## config.mk

```make
export PLATFORM = sky130hd
export DESIGN_NAME = icache_fill_ctrl
export DESIGN_NICKNAME = d
export VERILOG_FILES = /design/src/rtl/icache_fill_ctrl_pkg.sv /design/src/rtl/icache_fill_ctrl_fill_word_counter.sv /design/src/rtl/icache_fill_ctrl.sv
export SDC_FILE = /design/constraint.sdc
export NUM_CORES = 1
export LEC_CHECK = 0
export CORE_MARGIN = 1.5
export CORE_UTILIZATION = 30
export DETAILED_ROUTE_END_ITERATION = 10
export PLACE_DENSITY_LB_ADDON = 0.12
export SKIP_LAST_GASP = 1
export SYNTH_ARGS = -nofsm -noshare
export SYNTH_HDL_FRONTEND = slang
export SYNTH_SLANG_ARGS = --single-unit
```

## constraint.sdc

```tcl
create_clock -name clk -period 3.55 [get_ports clk]
set_clock_uncertainty 0.1 [all_clocks]
set_input_delay 1.065 -clock clk [delete_from_list [all_inputs] [get_ports clk]]
set_output_delay 1.065 -clock clk [all_outputs]
set_load 0.01 [all_outputs]
```

## src/rtl/icache_fill_ctrl_pkg.sv

```systemverilog
// Shared cache definitions: fill FSM encoding, address field layout and block helpers.
package icache_fill_ctrl_pkg;

  localparam int unsigned ADDR_W          = 16;
  localparam int unsigned WORD_W          = 16;
  localparam int unsigned WORDS_PER_BLOCK = 8;
  localparam int unsigned CNT_W           = 4;
  localparam int unsigned OFFSET_W        = 4;
  localparam int unsigned INDEX_W         = 6;
  localparam int unsigned TAG_W           = 6;

  typedef enum logic [1:0] {
    IDLE = 2'b00,
    FILL = 2'b01,
    TAG  = 2'b10
  } fill_state_e;

  typedef struct packed {
    logic [TAG_W-1:0]    tag;
    logic [INDEX_W-1:0]  index;
    logic [OFFSET_W-1:0] offset;
  } cache_addr_t;

  // Align a byte address down to the start of its cache block.
  function automatic logic [ADDR_W-1:0] block_base(input logic [ADDR_W-1:0] addr);
    cache_addr_t a;
    a        = cache_addr_t'(addr);
    a.offset = '0;
    return ADDR_W'(a);
  endfunction

  // Byte address of word number cnt within the block starting at base.
  function automatic logic [ADDR_W-1:0] word_addr(input logic [ADDR_W-1:0] base,
                                                  input logic [CNT_W-1:0]  cnt);
    return base + ADDR_W'({cnt, 1'b0});
  endfunction

endpackage

```

## src/rtl/icache_fill_ctrl_fill_word_counter.sv

```systemverilog
// Saturating 0..WORDS_PER_BLOCK word counter with synchronous clear; done_c flags a full block.
module icache_fill_ctrl_fill_word_counter
  import icache_fill_ctrl_pkg::*;
(
  input  logic             clk,
  input  logic             rst,
  input  logic             clear,
  input  logic             inc,
  output logic [CNT_W-1:0] count,
  output logic             done_c
);

  assign done_c = (count == CNT_W'(WORDS_PER_BLOCK));

  // Clear wins over increment; the count holds once the block is complete.
  always_ff @(posedge clk or posedge rst) begin
    if (rst) begin
      count <= '0;
    end else if (clear) begin
      count <= '0;
    end else if (inc && !done_c) begin
      count <= count + CNT_W'(1);
    end
  end

endmodule

```

## src/rtl/icache_fill_ctrl.sv

```systemverilog
// I-cache miss fill controller: fetches an 8-word block from pipelined memory and streams it into the cache.
module icache_fill_ctrl
  import icache_fill_ctrl_pkg::*;
(
  input  logic              clk,
  input  logic              rst,
  input  logic              miss_detected,
  input  logic [ADDR_W-1:0] miss_address,
  input  logic              mem_grant,
  input  logic              memory_data_valid,
  input  logic [WORD_W-1:0] memory_data_out,
  output logic              memory_enable,
  output logic [ADDR_W-1:0] memory_address,
  output logic              fsm_busy,
  output logic              write_data_array,
  output logic [ADDR_W-1:0] fill_address,
  output logic [WORD_W-1:0] fill_data,
  output logic              write_tag_array
);

  fill_state_e       state, state_next;
  logic [ADDR_W-1:0] base, base_next;
  logic              cnt_clear;
  logic              issue_req, issue_inc, recv_inc;
  logic [CNT_W-1:0]  issue_cnt, recv_cnt;
  logic              issue_done_c, recv_done_c;

  icache_fill_ctrl_fill_word_counter u_issue_cnt (
    .clk    (clk),
    .rst    (rst),
    .clear  (cnt_clear),
    .inc    (issue_inc),
    .count  (issue_cnt),
    .done_c (issue_done_c)
  );

  icache_fill_ctrl_fill_word_counter u_recv_cnt (
    .clk    (clk),
    .rst    (rst),
    .clear  (cnt_clear),
    .inc    (recv_inc),
    .count  (recv_cnt),
    .done_c (recv_done_c)
  );

  always_ff @(posedge clk or posedge rst) begin
    if (rst) begin
      state <= IDLE;
      base  <= '0;
    end else begin
      state <= state_next;
      base  <= base_next;
    end
  end

  // Next state, counter controls and the combinational cache/memory strobes.
  always_comb begin
    state_next       = state;
    base_next        = base;
    cnt_clear        = 1'b0;
    issue_req        = 1'b0;
    issue_inc        = 1'b0;
    recv_inc         = 1'b0;
    memory_enable    = 1'b0;
    memory_address   = '0;
    fsm_busy         = 1'b0;
    write_data_array = 1'b0;
    fill_address     = '0;
    fill_data        = '0;
    write_tag_array  = 1'b0;

    case (state)
      IDLE: begin
        if (miss_detected) begin
          base_next  = block_base(miss_address);
          cnt_clear  = 1'b1;
          state_next = FILL;
        end
      end

      FILL: begin
        fsm_busy      = 1'b1;
        fill_address  = base;
        issue_req     = !issue_done_c;
        memory_enable = issue_req;
        issue_inc     = issue_req && mem_grant;
        // Address is only presented while requesting, so it never leaves the block.
        if (issue_req) begin
          memory_address = word_addr(base, issue_cnt);
        end
        if (memory_data_valid && !recv_done_c) begin
          write_data_array = 1'b1;
          fill_address     = word_addr(base, recv_cnt);
          fill_data        = memory_data_out;
          recv_inc         = 1'b1;
          if (recv_cnt == CNT_W'(WORDS_PER_BLOCK - 1)) begin
            state_next = TAG;
          end
        end
      end

      TAG: begin
        fsm_busy        = 1'b1;
        write_tag_array = 1'b1;
        fill_address    = base;
        state_next      = IDLE;
      end

      default: begin
        state_next = IDLE;
      end
    endcase
  end

endmodule
```

==> impl_metrics.env <==
export IMPL_dr_first_iter_drc_count=112
export IMPL_antenna_left=0
export IMPL_fin_crit_sh_pct=99.23
export IMPL_core_um2=6026
export IMPL_fin_area_um2=3045
export IMPL_worst_pin_slew_ps=558.6
export IMPL_grt_ovfl_total=0
export IMPL_wl_per_cell_um=14.03
export IMPL_min_period_ps=3523
export IMPL_p_per_area_nw_per_um2=630.2
export IMPL_leakage_nw=1.428
export IMPL_maxSlewViolCount=0
export IMPL_htree_levels=1
export IMPL_synth_area_per_cell_um2=8.184
export IMPL_critPathLaunchType="input pin"
export IMPL_finalSetupViolCount=0
export IMPL_numCtsBuffers=3
export IMPL_cts_sinks=22
export IMPL_synthAdderAreaFrac_pct=7.874
export IMPL_cts_tree="done"
export IMPL_synth_warnings=0
export IMPL_nFillCells=584
export IMPL_numPortBuffers=82
export IMPL_vias_per_cell=4.935
export IMPL_rsz0062_at_grt="true"
export IMPL_gp_congestion=0.8095
export IMPL_die_h_um=82.73
export IMPL_finalNetCount=376
export IMPL_antenna_found_initial=0
export IMPL_diodes=0
export IMPL_dpl_cell_area_um2=2909
export IMPL_max_slew_margin_pct=62.76
export IMPL_drc=0
export IMPL_num_io_pins=89
export IMPL_critPathKind="input pin to output pin"
export IMPL_synth_mux_area_share_pct=7.546
export IMPL_cp_data_required_time_ps=2380
export IMPL_crit_chain="buf_6, nand4_1, or3b_4, or4_4, a21oi_2, buf_2"
export IMPL_ys_seq_elements=22
export IMPL_totalWireLength_um=5628
export IMPL_cp_max_fo=4
export IMPL_vias=1979
export IMPL_critPathTopFamily="simple AND/OR/NAND/NOR gates"
export IMPL_path_clk_slew_ps=90
export IMPL_synth_top_family_by_area="simple AND/OR/NAND/NOR gates"
export IMPL_synth_top_cell_by_area="dfrtp_1"
export IMPL_initial_core_util_pct=31.64
export IMPL_syn_inst=233
export IMPL_hold_path_class="register to register"
export IMPL_max_freq_ghz=0.2839
export IMPL_synth_top_area_share_pct=28.87
export IMPL_root_buffer="clkbuf_8"
export IMPL_max_stage_delay_ps=420
export IMPL_final_util_pct=50.54
export IMPL_critPathCaptureType="output pin"
export IMPL_hold_viol=0
export IMPL_hold_buffers=0
export IMPL_grt_max_degree=23
export IMPL_worstPathBufferInverterCount=2
export IMPL_synth_area_leaders="dfrtp_1 29%, ha_1 7.9%, and2_1 6.6%"
export IMPL_arrival_ps=2360
export IMPL_reg2reg_slack_ps=1760
export IMPL_netlist_area_um2=1907
export IMPL_status="finished clean"
export IMPL_clk_latency_ps=270
export IMPL_track_usage_pct=17.34
export IMPL_clockBufferDepth=2
export IMPL_firstDrtPassIters=4
export IMPL_yosysSeqAreaShare_pct=28.87
export IMPL_row_count=28
export IMPL_max_cap_viol_count=0
export IMPL_drive_above_1_share_pct=18.40
export IMPL_cp_slowest_cell="or3b_4"
export IMPL_synth_xor_xnor_area_share_pct=6.430
export IMPL_grt_pass1_vias=1876
export IMPL_grt_pass1_wl_um=9163
export IMPL_areaGrowthSynthToFinish_pct=59.71
export IMPL_synth_cell_types=41
export IMPL_die_area_um2=6843
export IMPL_dp_hpwl_um=4262
export IMPL_ir_worst_vdd_v=0.0002920
export IMPL_synth_compound_area_share_pct=12.20
export IMPL_die_x_um=82.73
export IMPL_synth_simple_area_share_pct=30.64
-- placed cells by master, fill, tap and decap left out, drive strengths merged, types with 2 or more instances in the layout --
cell / count
clkdlybuf4s50: 61
buf: 29
dfrtp: 22
and2: 20
nor2: 18
nand2: 14
a21oi: 14
o21ai: 14
ha: 12
mux2: 11
inv: 10
nand4: 10
dlymetal6s2s: 10
nand3: 10
and3: 9
xnor2: 7
xor2: 7
dlygate4sd2: 5
nor3: 5
or3: 4
clkbuf: 4
nand3b: 3
o21a: 3
mux2i: 2
nand4b: 2
conb: 2
or4: 2
o31a: 2
-- worst paths after layout --
| check | from | endpoint | cells after the start |
|---|---|---|---|
| worst max-delay path | memory_data_valid | fill_address[14] | 6 |
| max in group asynchronous | rst | state[1]$_DFFE_PP0P_ | 3 |
| worst min-delay path | u_issue_cnt.count[1]$_DFFE_PP0P_ | u_issue_cnt.count[1]$_DFFE_PP0P_ | 2 |
| worst max register to register | u_recv_cnt.count[0]$_DFFE_PP0P_ | u_recv_cnt.count[1]$_DFFE_PP0P_ | 9 |
| min in group asynchronous | rst | base[11]$_DFFE_PP0P_ | 3 |
| worst min register to register | u_issue_cnt.count[1]$_DFFE_PP0P_ | u_issue_cnt.count[1]$_DFFE_PP0P_ | 2 |
-- cell usage after synthesis (all sizes together) --
master  count
or4         2
nand4b      2
or3         4
ha         12
nor2       18
and3        9
and2       20
or4bb       1
inv        10
and4        1
mux2i       2
a211oi      1
mux2       11
xor2        7
nor3        5
nor2b       1
o21a        3
nor3b       1
nor4b       1
o211a       1
xnor2       7
a21oi      14
nand4      10
and3b       1
a221oi      1
or3b        1
o31a        2
a31oi       1
nand2      14
o21ai      14
buf         5
nand3b      3
o41a        1
clkbuf     13
nand3      10
conb        1
o211ai      1
dfrtp      22
-- through the flow --
stage          setup TNS [ps]  setup WS [ps]  total power, mW  std cells  hold slack [ps]
2_1_floorplan               0          147.1            1.119        234            429.9
3_3_place_gp           -15650         -787.3            1.689        395            458.3
3_5_place_dp           -15440         -817.0            1.702        395            461.0
4_1_cts                -85.10         -85.10            1.933        401            479.3
5_1_grt                -84.57         -52.32            2.081        401            522.9
6_report                    0          27.24            1.919        401            472.8
-- flip-flops by register name, summed over array words and instances, names as in the netlist --
register	cells
u_recv_cnt.count	4
u_issue_cnt.count	4
base	12
state	2
-- where the power goes --
part	leakage, nW	internal [mW]	switching [mW]
logic	1.12	0.607	0.584
registers	0.275	0.349	0.136
clock network	0.0357	0.151	0.0921
-- final cells by class --
type / instances / area [um^2] / share of cell area, %
well taps: 75 / 93.84 / 3.081
clock inverters: 1 / 30.03 / 0.9860
clock buffers: 3 / 41.29 / 1.356
repair buffers: 106 / 999.7 / 32.83
flip-flops and latches: 22 / 550.5 / 18.08
inverters: 10 / 37.54 / 1.233
multi-input cells: 184 / 1292 / 42.44
-- tightest hold or removal path, stage by stage (launching register included) --
cell and delay [ps]:
dfrtp_1 420, nand2_1 70, a21oi_1 60
-- per-layer routing --
layer | track usage [%] | routed length, um | up-vias
met5 | 0 | 0 | -
met3 | 2.088 | 231 | 5
li1 | - | - | 995
met2 | 27.48 | 2633 | 43
met4 | 4.000 | 53 | 0
met1 | 25.02 | 2710 | 936
-- timing repair --
action	CTS	global route
pin swaps	4	6
setup buffers	2	0
resized for setup	30	25
endpoints found under the setup margin	35	27
-- kinds of logic (layout without fill, tap and decap cells) --
group,count (synthesis),after routing
other,1,2
and+or+nand+nor,104,104
buffers and inverters,28,120
AOI/OAI and AO/OA,39,39
adders and majority gates,12,12
DFF,22,22
xor gates and xnor gates,14,14
muxes,13,13
Power figures use the tool's default switching activity.
